--- src/rtl/aibcr3pnr_rstgen_pkg.sv ---
// ---------------------------------------------------------------------------
// aibcr3pnr_rstgen_pkg
//   Shared definitions for the reset-pulse generator / release sequencer.
//   - Fixed 2-bit state encodings, kept as plain constants so the values stay
//     stable for anyone probing the state register by number.
//   - state_e: enum view of the same encodings, used for the FSM register.
//   - cnt_width(): width of the single shared sequence counter.
// ---------------------------------------------------------------------------
package aibcr3pnr_rstgen_pkg;

  localparam logic [1:0] ST_ASSERT   = 2'b00;
  localparam logic [1:0] ST_WAIT_LOW = 2'b01;
  localparam logic [1:0] ST_RELEASE  = 2'b10;
  localparam logic [1:0] ST_IDLE     = 2'b11;

  typedef enum logic [1:0] {
    S_ASSERT   = ST_ASSERT,
    S_WAIT_LOW = ST_WAIT_LOW,
    S_RELEASE  = ST_RELEASE,
    S_IDLE     = ST_IDLE
  } state_e;

  // One counter serves the assert window and both feedback waits, so it has
  // to hold the larger of the two terminal counts.
  function automatic int cnt_width(input int assert_cycles, input int timeout_cycles);
    int largest;
    largest = (assert_cycles > timeout_cycles) ? assert_cycles : timeout_cycles;
    return $clog2(largest);
  endfunction

endpackage

--- src/rtl/aibcr3pnr_rstgen_if.sv ---
// ---------------------------------------------------------------------------
// aibcr3pnr_rstgen_if
//   Request/status bundle between a reset controller and one reset sequencer.
//   rst_req  : one-cycle request to start a reset sequence
//   busy     : sequence in progress
//   done     : one-cycle pulse, sequence completed normally
//   timeout  : sticky, last sequence timed out
//   master modport : the controller issuing requests
//   slave modport  : the sequencer (aibcr3pnr_rstgen)
// ---------------------------------------------------------------------------
interface aibcr3pnr_rstgen_if;

  logic rst_req;
  logic busy;
  logic done;
  logic timeout;

  modport master (
    output rst_req,
    input  busy,
    input  done,
    input  timeout
  );

  modport slave (
    input  rst_req,
    output busy,
    output done,
    output timeout
  );

endinterface

--- src/rtl/aibcr3pnr_rstgen_bitsync.sv ---
// ---------------------------------------------------------------------------
// c3lib_sync3_ulvt_bitsync
//   Three-flop bit synchronizer, one independent chain per bit.
//   clk      : destination clock
//   rst      : synchronous active-high reset, loads RESET_VAL into all stages
//   data_in  : asynchronous input bits
//   data_out : synchronized bits, three clk edges after data_in settles
// ---------------------------------------------------------------------------
module c3lib_sync3_ulvt_bitsync #(
  parameter int                 DWIDTH    = 1,
  parameter logic [DWIDTH-1:0]  RESET_VAL = '0
) (
  input  logic              clk,
  input  logic              rst,
  input  logic [DWIDTH-1:0] data_in,
  output logic [DWIDTH-1:0] data_out
);

  genvar gi;
  generate
    for (gi = 0; gi < DWIDTH; gi++) begin : g_bit
      // stage_reg[0] is the metastability-catching flop; stage_reg[2] is the
      // only one downstream logic may look at.
      logic [2:0] stage_reg;

      always_ff @(posedge clk) begin
        if (rst) begin
          stage_reg <= {3{RESET_VAL[gi]}};
        end else begin
          stage_reg <= {stage_reg[1:0], data_in[gi]};
        end
      end

      assign data_out[gi] = stage_reg[2];
    end
  endgenerate

endmodule

--- src/rtl/aibcr3pnr_rstgen.sv ---
// ---------------------------------------------------------------------------
// aibcr3pnr_rstgen
//   Driving end of an async-assert / sync-deassert reset path. On request (and
//   automatically after local reset) it holds rst_n_out low for at least
//   ASSERT_CYCLES cycles, waits until the remote synchronized reset (rst_n_fb)
//   is seen low, releases rst_n_out, waits until rst_n_fb is seen high again,
//   and reports done or a sticky timeout.
//
//   Parameters
//     ASSERT_CYCLES  : minimum cycles rst_n_out is held low (>= 2)
//     TIMEOUT_CYCLES : maximum cycles waited for each feedback edge (>= 4)
//   Ports
//     clk          : local clock
//     rst          : synchronous active-high reset
//     scan_mode_n  : 0 selects rst_n_bypass onto rst_n_out
//     rst_n_bypass : scan-mode reset value for rst_n_out
//     rst_n_fb     : remote synchronized reset, asynchronous to clk
//     rst_n_out    : active-low reset to the remote synchronizer
//     ctrl         : rst_req in; busy / done / timeout out (slave side)
// ---------------------------------------------------------------------------
module aibcr3pnr_rstgen
  import aibcr3pnr_rstgen_pkg::*;
#(
  parameter int ASSERT_CYCLES  = 16,
  parameter int TIMEOUT_CYCLES = 1024
) (
  input  logic                  clk,
  input  logic                  rst,
  input  logic                  scan_mode_n,
  input  logic                  rst_n_bypass,
  input  logic                  rst_n_fb,
  output logic                  rst_n_out,
  aibcr3pnr_rstgen_if.slave     ctrl
);

  localparam int CNT_W = cnt_width(ASSERT_CYCLES, TIMEOUT_CYCLES);

  localparam logic [CNT_W-1:0] ASSERT_LAST  = CNT_W'(ASSERT_CYCLES - 1);
  localparam logic [CNT_W-1:0] TIMEOUT_LAST = CNT_W'(TIMEOUT_CYCLES - 1);

  // -------------------------------------------------------------------------
  // Feedback synchronizer: the FSM only ever sees fb_sync, never raw rst_n_fb.
  // It resets to 0 so that after local reset the remote is presumed in reset.
  // -------------------------------------------------------------------------
  logic fb_sync;

  c3lib_sync3_ulvt_bitsync #(
    .DWIDTH    (1),
    .RESET_VAL (1'b0)
  ) u_fb_sync (
    .clk      (clk),
    .rst      (rst),
    .data_in  (rst_n_fb),
    .data_out (fb_sync)
  );

  // -------------------------------------------------------------------------
  // State
  // -------------------------------------------------------------------------
  state_e           state_reg,     state_next;
  logic [CNT_W-1:0] cnt_reg,       cnt_next;
  logic             rst_n_out_reg, rst_n_out_next;
  logic             busy_reg,      busy_next;
  logic             done_reg,      done_next;
  logic             timeout_reg,   timeout_next;

  always_comb begin
    state_next   = state_reg;
    cnt_next     = cnt_reg;
    done_next    = 1'b0;
    timeout_next = timeout_reg;

    case (state_reg)
      S_ASSERT: begin
        if (cnt_reg == ASSERT_LAST) begin
          state_next = S_WAIT_LOW;
          cnt_next   = '0;
        end else begin
          cnt_next = cnt_reg + 1'b1;
        end
      end

      // The feedback test comes before the terminal-count test, so a
      // feedback edge arriving on the last allowed cycle is not a timeout.
      S_WAIT_LOW: begin
        if (!fb_sync) begin
          state_next = S_RELEASE;
          cnt_next   = '0;
        end else if (cnt_reg == TIMEOUT_LAST) begin
          state_next   = S_IDLE;
          cnt_next     = '0;
          timeout_next = 1'b1;
        end else begin
          cnt_next = cnt_reg + 1'b1;
        end
      end

      S_RELEASE: begin
        if (fb_sync) begin
          state_next = S_IDLE;
          cnt_next   = '0;
          done_next  = 1'b1;
        end else if (cnt_reg == TIMEOUT_LAST) begin
          state_next   = S_IDLE;
          cnt_next     = '0;
          timeout_next = 1'b1;
        end else begin
          cnt_next = cnt_reg + 1'b1;
        end
      end

      // Requests are only honoured here; anything arriving mid-sequence is
      // dropped rather than queued.
      S_IDLE: begin
        cnt_next = '0;
        if (ctrl.rst_req) begin
          state_next   = S_ASSERT;
          timeout_next = 1'b0;
        end
      end

      default: begin
        state_next = S_ASSERT;
        cnt_next   = '0;
      end
    endcase

    // Outputs are registered copies of what the next state implies, so
    // rst_n_out and busy change on the same edge as the state does. A
    // WAIT_LOW timeout lands in IDLE and therefore also releases rst_n_out.
    rst_n_out_next = (state_next == S_RELEASE) || (state_next == S_IDLE);
    busy_next      = (state_next != S_IDLE);
  end

  always_ff @(posedge clk) begin
    if (rst) begin
      state_reg     <= S_ASSERT;
      cnt_reg       <= '0;
      rst_n_out_reg <= 1'b0;
      busy_reg      <= 1'b1;
      done_reg      <= 1'b0;
      timeout_reg   <= 1'b0;
    end else begin
      state_reg     <= state_next;
      cnt_reg       <= cnt_next;
      rst_n_out_reg <= rst_n_out_next;
      busy_reg      <= busy_next;
      done_reg      <= done_next;
      timeout_reg   <= timeout_next;
    end
  end

  // -------------------------------------------------------------------------
  // Outputs. The scan mux is the only combinational path to an output; the
  // FSM keeps sequencing underneath it.
  // -------------------------------------------------------------------------
  assign rst_n_out    = scan_mode_n ? rst_n_out_reg : rst_n_bypass;
  assign ctrl.busy    = busy_reg;
  assign ctrl.done    = done_reg;
  assign ctrl.timeout = timeout_reg;

endmodule

--- src/flat_wrapper.sv ---
// flat-port wrapper written by rule: the top's interface ports become plain ports
module aibcr3pnr_rstgen_flat import aibcr3pnr_rstgen_pkg::*;
#(
  parameter int ASSERT_CYCLES  = 16,
  parameter int TIMEOUT_CYCLES = 1024
)
  (clk, rst, scan_mode_n, rst_n_bypass, rst_n_fb, rst_n_out, ctrl_rst_req, ctrl_busy, ctrl_done, ctrl_timeout);
  aibcr3pnr_rstgen_if ctrl_i ();
  input  logic clk;
  input  logic rst;
  input  logic scan_mode_n;
  input  logic rst_n_bypass;
  input  logic rst_n_fb;
  output logic rst_n_out;
  input wire logic [$bits(ctrl_i.rst_req)-1:0] ctrl_rst_req;
  output wire logic [$bits(ctrl_i.busy)-1:0] ctrl_busy;
  output wire logic [$bits(ctrl_i.done)-1:0] ctrl_done;
  output wire logic [$bits(ctrl_i.timeout)-1:0] ctrl_timeout;
  assign ctrl_i.rst_req = ctrl_rst_req;
  assign ctrl_busy = ctrl_i.busy;
  assign ctrl_done = ctrl_i.done;
  assign ctrl_timeout = ctrl_i.timeout;
  aibcr3pnr_rstgen #(.ASSERT_CYCLES(ASSERT_CYCLES), .TIMEOUT_CYCLES(TIMEOUT_CYCLES)) u_core (.clk(clk), .rst(rst), .scan_mode_n(scan_mode_n), .rst_n_bypass(rst_n_bypass), .rst_n_fb(rst_n_fb), .rst_n_out(rst_n_out), .ctrl(ctrl_i));
endmodule
--- config.mk ---
export PLATFORM = sky130hd
export DESIGN_NAME = aibcr3pnr_rstgen_flat
export DESIGN_NICKNAME = d
export VERILOG_FILES = /design/src/rtl/aibcr3pnr_rstgen_pkg.sv /design/src/rtl/aibcr3pnr_rstgen_if.sv /design/src/rtl/aibcr3pnr_rstgen_bitsync.sv /design/src/rtl/aibcr3pnr_rstgen.sv /design/src/flat_wrapper.sv
export SDC_FILE = /design/constraint.sdc
export NUM_CORES = 1
export LEC_CHECK = 0
export CAP_MARGIN = 0
export CORE_AREA = 5 5 53 50
export CTS_BUF_LIST = sky130_fd_sc_hd__clkbuf_4 sky130_fd_sc_hd__clkbuf_8 sky130_fd_sc_hd__clkbuf_16
export DETAILED_ROUTE_END_ITERATION = 8
export DIE_AREA = 0 0 58 55
export GPL_ROUTABILITY_DRIVEN = 0
export PLACE_DENSITY_LB_ADDON = 0.12
export SETUP_SLACK_MARGIN = 0.2
export SLEW_MARGIN = 25
export SYNTH_ARGS = -nofsm -noshare
export SYNTH_HDL_FRONTEND = slang
export SYNTH_SLANG_ARGS = --single-unit
--- constraint.sdc ---
create_clock -name clk -period 3.45 [get_ports clk]
set_clock_uncertainty 0.15 [all_clocks]
set_input_delay 0.69 -clock clk [delete_from_list [all_inputs] [get_ports clk]]
set_output_delay 0.69 -clock clk [all_outputs]
set_load 0.05 [all_outputs]
==> results.sh, run 1 <==
export IMPL_crit_top_cell="clkdlybuf4s50_1"
export IMPL_viasPerCell=5.12
export IMPL_io_pins=10
export IMPL_hold_viol_final=0
export IMPL_wl_um=1460
export IMPL_fmax_mhz=332
export IMPL_cts_tree="built"
export IMPL_status="finished clean"
export IMPL_synth_async_sr_flop_share_pct=0
export IMPL_timing_critical_path_buf_inv=2
export IMPL_die_w_um=58
export IMPL_rr_endpoint="u_core.cnt_reg[2]"
export IMPL_wl_per_cell_um=11.5
export IMPL_crit_arrival_ns=2.17
export IMPL_largest_register_ffs=10
export IMPL_first_pass_iters=4
export IMPL_tns_ns=0
export IMPL_ys_flop_type="dfxtp_1"
export IMPL_maxCapViolCount=0
export IMPL_end_kind="output port"
export IMPL_synthTopCellsByArea="dfxtp_1 44%, nor2_1 5.2%, xor2_1 5.1%, nand2_1 3.1%, and4_1 3.1%"
export IMPL_io_buffers=9
export IMPL_syn_inst=91
export IMPL_yosysTopAreaCellShare_pct=44.3
export IMPL_dp_slack_ns=0.437
export IMPL_grt_start_max_net_pins=13
export IMPL_fp_row_count=16
export IMPL_leakage_uw=0.000336
export IMPL_hold_class="reg -> reg"
export IMPL_post_route_period_util_pct=87.2
export IMPL_critPathSlowestCell="clkdlybuf4s50_1"
export IMPL_slew_headroom_pct=67.2
export IMPL_die_area_um2=3190
export IMPL_hpwl_um=1080
export IMPL_p_per_area_nw_per_um2=412
export IMPL_worstMarginPinSlew_ns=0.491
export IMPL_synth_seq_cells=19
export IMPL_fin_util_pct=47.3
export IMPL_postSynthAreaPerCell_um2=9.43
export IMPL_syn2layout_area_growth_pct=14.7
export IMPL_start_util_pct=41.2
export IMPL_cp_num_cells=3
export IMPL_rsz0062_at_grt="false"
export IMPL_crit_path_start_kind="input port"
export IMPL_ir_drop_v=0.000284
export IMPL_r2r_cells=5
export IMPL_synth_nets=98
export IMPL_cp_startpoint="scan_mode_n"
export IMPL_endpoint="rst_n_out"
export IMPL_path_max_fanout=1
export IMPL_yosysUniqueCellTypes=37
export IMPL_cts_htree_levels=1
export IMPL_core_area_um2=2080
export IMPL_synth_edff_count=0
export IMPL_globalRouteTotalUtil_pct=10.9
export IMPL_cts_sinks=19
export IMPL_routed_via_count=650
export IMPL_cts_buffers=3
export IMPL_slowest_delay_ns=0.70
export IMPL_grt_pass1_vias=610
export IMPL_drc=0
export IMPL_yosys_warnings=0
export IMPL_drt_initial_drc_count=10
export IMPL_fin_nets=108
export IMPL_rrSetupSlack_ns=1.70
export IMPL_critPathTopFamily="buffers and inverters"
export IMPL_worstSkewPairLatency_ns=0.30
export IMPL_diodes=0
export IMPL_post_synth_top_area_cell="dfxtp_1"
export IMPL_required_ns=2.61
export IMPL_crit_type="in -> out"
export IMPL_final_common_cell="dfxtp_1"
export IMPL_cts_hold_buf=0
export IMPL_clk_path_buf_depth=2
export IMPL_clock_tree_root_cell="clkbuf_4"
export IMPL_die_h_um=55
export IMPL_period_minus_slack_ns=3.01
export IMPL_antenna_found_initial=0
export IMPL_syn_cell_area_um2=858
export IMPL_post_cts_setup_buffers=0
export IMPL_r2r_start="u_core.cnt_reg[0]"
export IMPL_synth_yosys_seq_area_share_pct=44.3
export IMPL_post_cts_resized=0
export IMPL_clkSlewWorstSetupHoldPaths_ns=0.12
export IMPL_finalSetupViolCount=0
export IMPL_final_layout_size_suffix_gt1_share_pct=11.0
export IMPL_slew_violations=0
export IMPL_grt_pass1_wl_um=2590
export IMPL_cp_cell_sequence="clkdlybuf4s50_1 -> mux2_2 -> clkdlybuf4s50_1"
export IMPL_overflow=0
export IMPL_fillers=217
export IMPL_ant_nets=0
export IMPL_power_total_uw=405
export IMPL_final_cell_mix="19 x dfxtp_1, 12 x nor2_1, 9 x clkdlybuf4s50_1"
export IMPL_setup_ws_ns=0.441
-- per-layer routing --
metal / GRT usage (%) / vias up / wire (um)
met1: 12.4 / 306 / 743
met4: 4.63 / 0 / 10
met2: 18.4 / 7 / 652
met5: 0 / - / 0
met3: 4.41 / 2 / 57
li1: - / 335 / -
-- cells in the mapped netlist (2+ instances only) --
cell,count
a21oi_1,2
a31oi_1,2
and4_1,3
dfxtp_1,19
inv_1,3
nand2_1,7
nand2b_1,2
nand3_1,2
nand4_1,2
nor2_1,12
nor2b_1,3
nor3_1,3
o21ai_0,2
xnor2_1,2
xor2_1,5
-- through the flow --
| stage | cell area [um2] | hold slack, ns | instances |
|---|---|---|---|
| detailed placement | 955 | 0.274 | 123 |
| global placement | 955 | 0.267 | 123 |
| finish | 985 | 0.298 | 127 |
| global route | 985 | 0.320 | 127 |
| CTS | 985 | 0.304 | 127 |
| floorplan | 858 | 0.264 | 91 |
-- worst min path at each step --
stage / startpoint / to / slack (ns) / depth (start not counted)
after global routing: u_core.u_fb_sync.g_bit[0].stage_reg[1] / u_core.u_fb_sync.g_bit[0].stage_reg[2] / 0.32 / 1
after floorplan: u_core.u_fb_sync.g_bit[0].stage_reg[0] / u_core.u_fb_sync.g_bit[0].stage_reg[1] / 0.26 / 1
final: u_core.u_fb_sync.g_bit[0].stage_reg[1] / u_core.u_fb_sync.g_bit[0].stage_reg[2] / 0.30 / 1
after global placement: u_core.u_fb_sync.g_bit[0].stage_reg[0] / u_core.u_fb_sync.g_bit[0].stage_reg[1] / 0.27 / 1
after CTS: u_core.u_fb_sync.g_bit[0].stage_reg[1] / u_core.u_fb_sync.g_bit[0].stage_reg[2] / 0.30 / 1
after detailed placement: u_core.u_fb_sync.g_bit[0].stage_reg[1] / u_core.u_fb_sync.g_bit[0].stage_reg[2] / 0.27 / 1
-- where the power goes --
part,switching (uW),total [uW],internal (uW)
sequential,9.63,239,230
combinational,25.0,47.9,22.9
clock,74.1,118,44.2
total,109,405,297
-- area by class of cell --
cell class | count | area, um2 | area share [%]
multi-input combinational | 65 | 439 | 44.6
sequential | 19 | 380 | 38.6
timing repair buffer | 9 | 90.1 | 9.15
tap | 27 | 33.8 | 3.43
clock buffer | 3 | 22.5 | 2.29
inverter | 3 | 11.3 | 1.14
clock inverter | 1 | 7.51 | 0.762
-- kinds of logic after synthesis --
kind of cell / after synthesis / share of synthesized area (%)
AO/OA/AOI/OAI: 16 / 15.5
multiplexers: 2 / 2.48
buffers and inverters: 7 / 4.52
adder cells (fa/ha/maj): 1 / 1.46
XOR/XNOR: 7 / 7.14
AND/OR/NAND/NOR: 39 / 24.6
flip-flops: 19 / 44.3
Note: power is estimated with default switching activity, not from simulation.
==> run 2, diff against run 1 <==
--- a/config.mk
+++ b/config.mk
@@ -17,3 +17,4 @@
 export SYNTH_ARGS = -nofsm -noshare
 export SYNTH_HDL_FRONTEND = slang
 export SYNTH_SLANG_ARGS = --single-unit
+export TNS_END_PERCENT = 10
==> results of run 2 <==
Same layout as run 1: the final DEF is identical, and so are final timing and power.
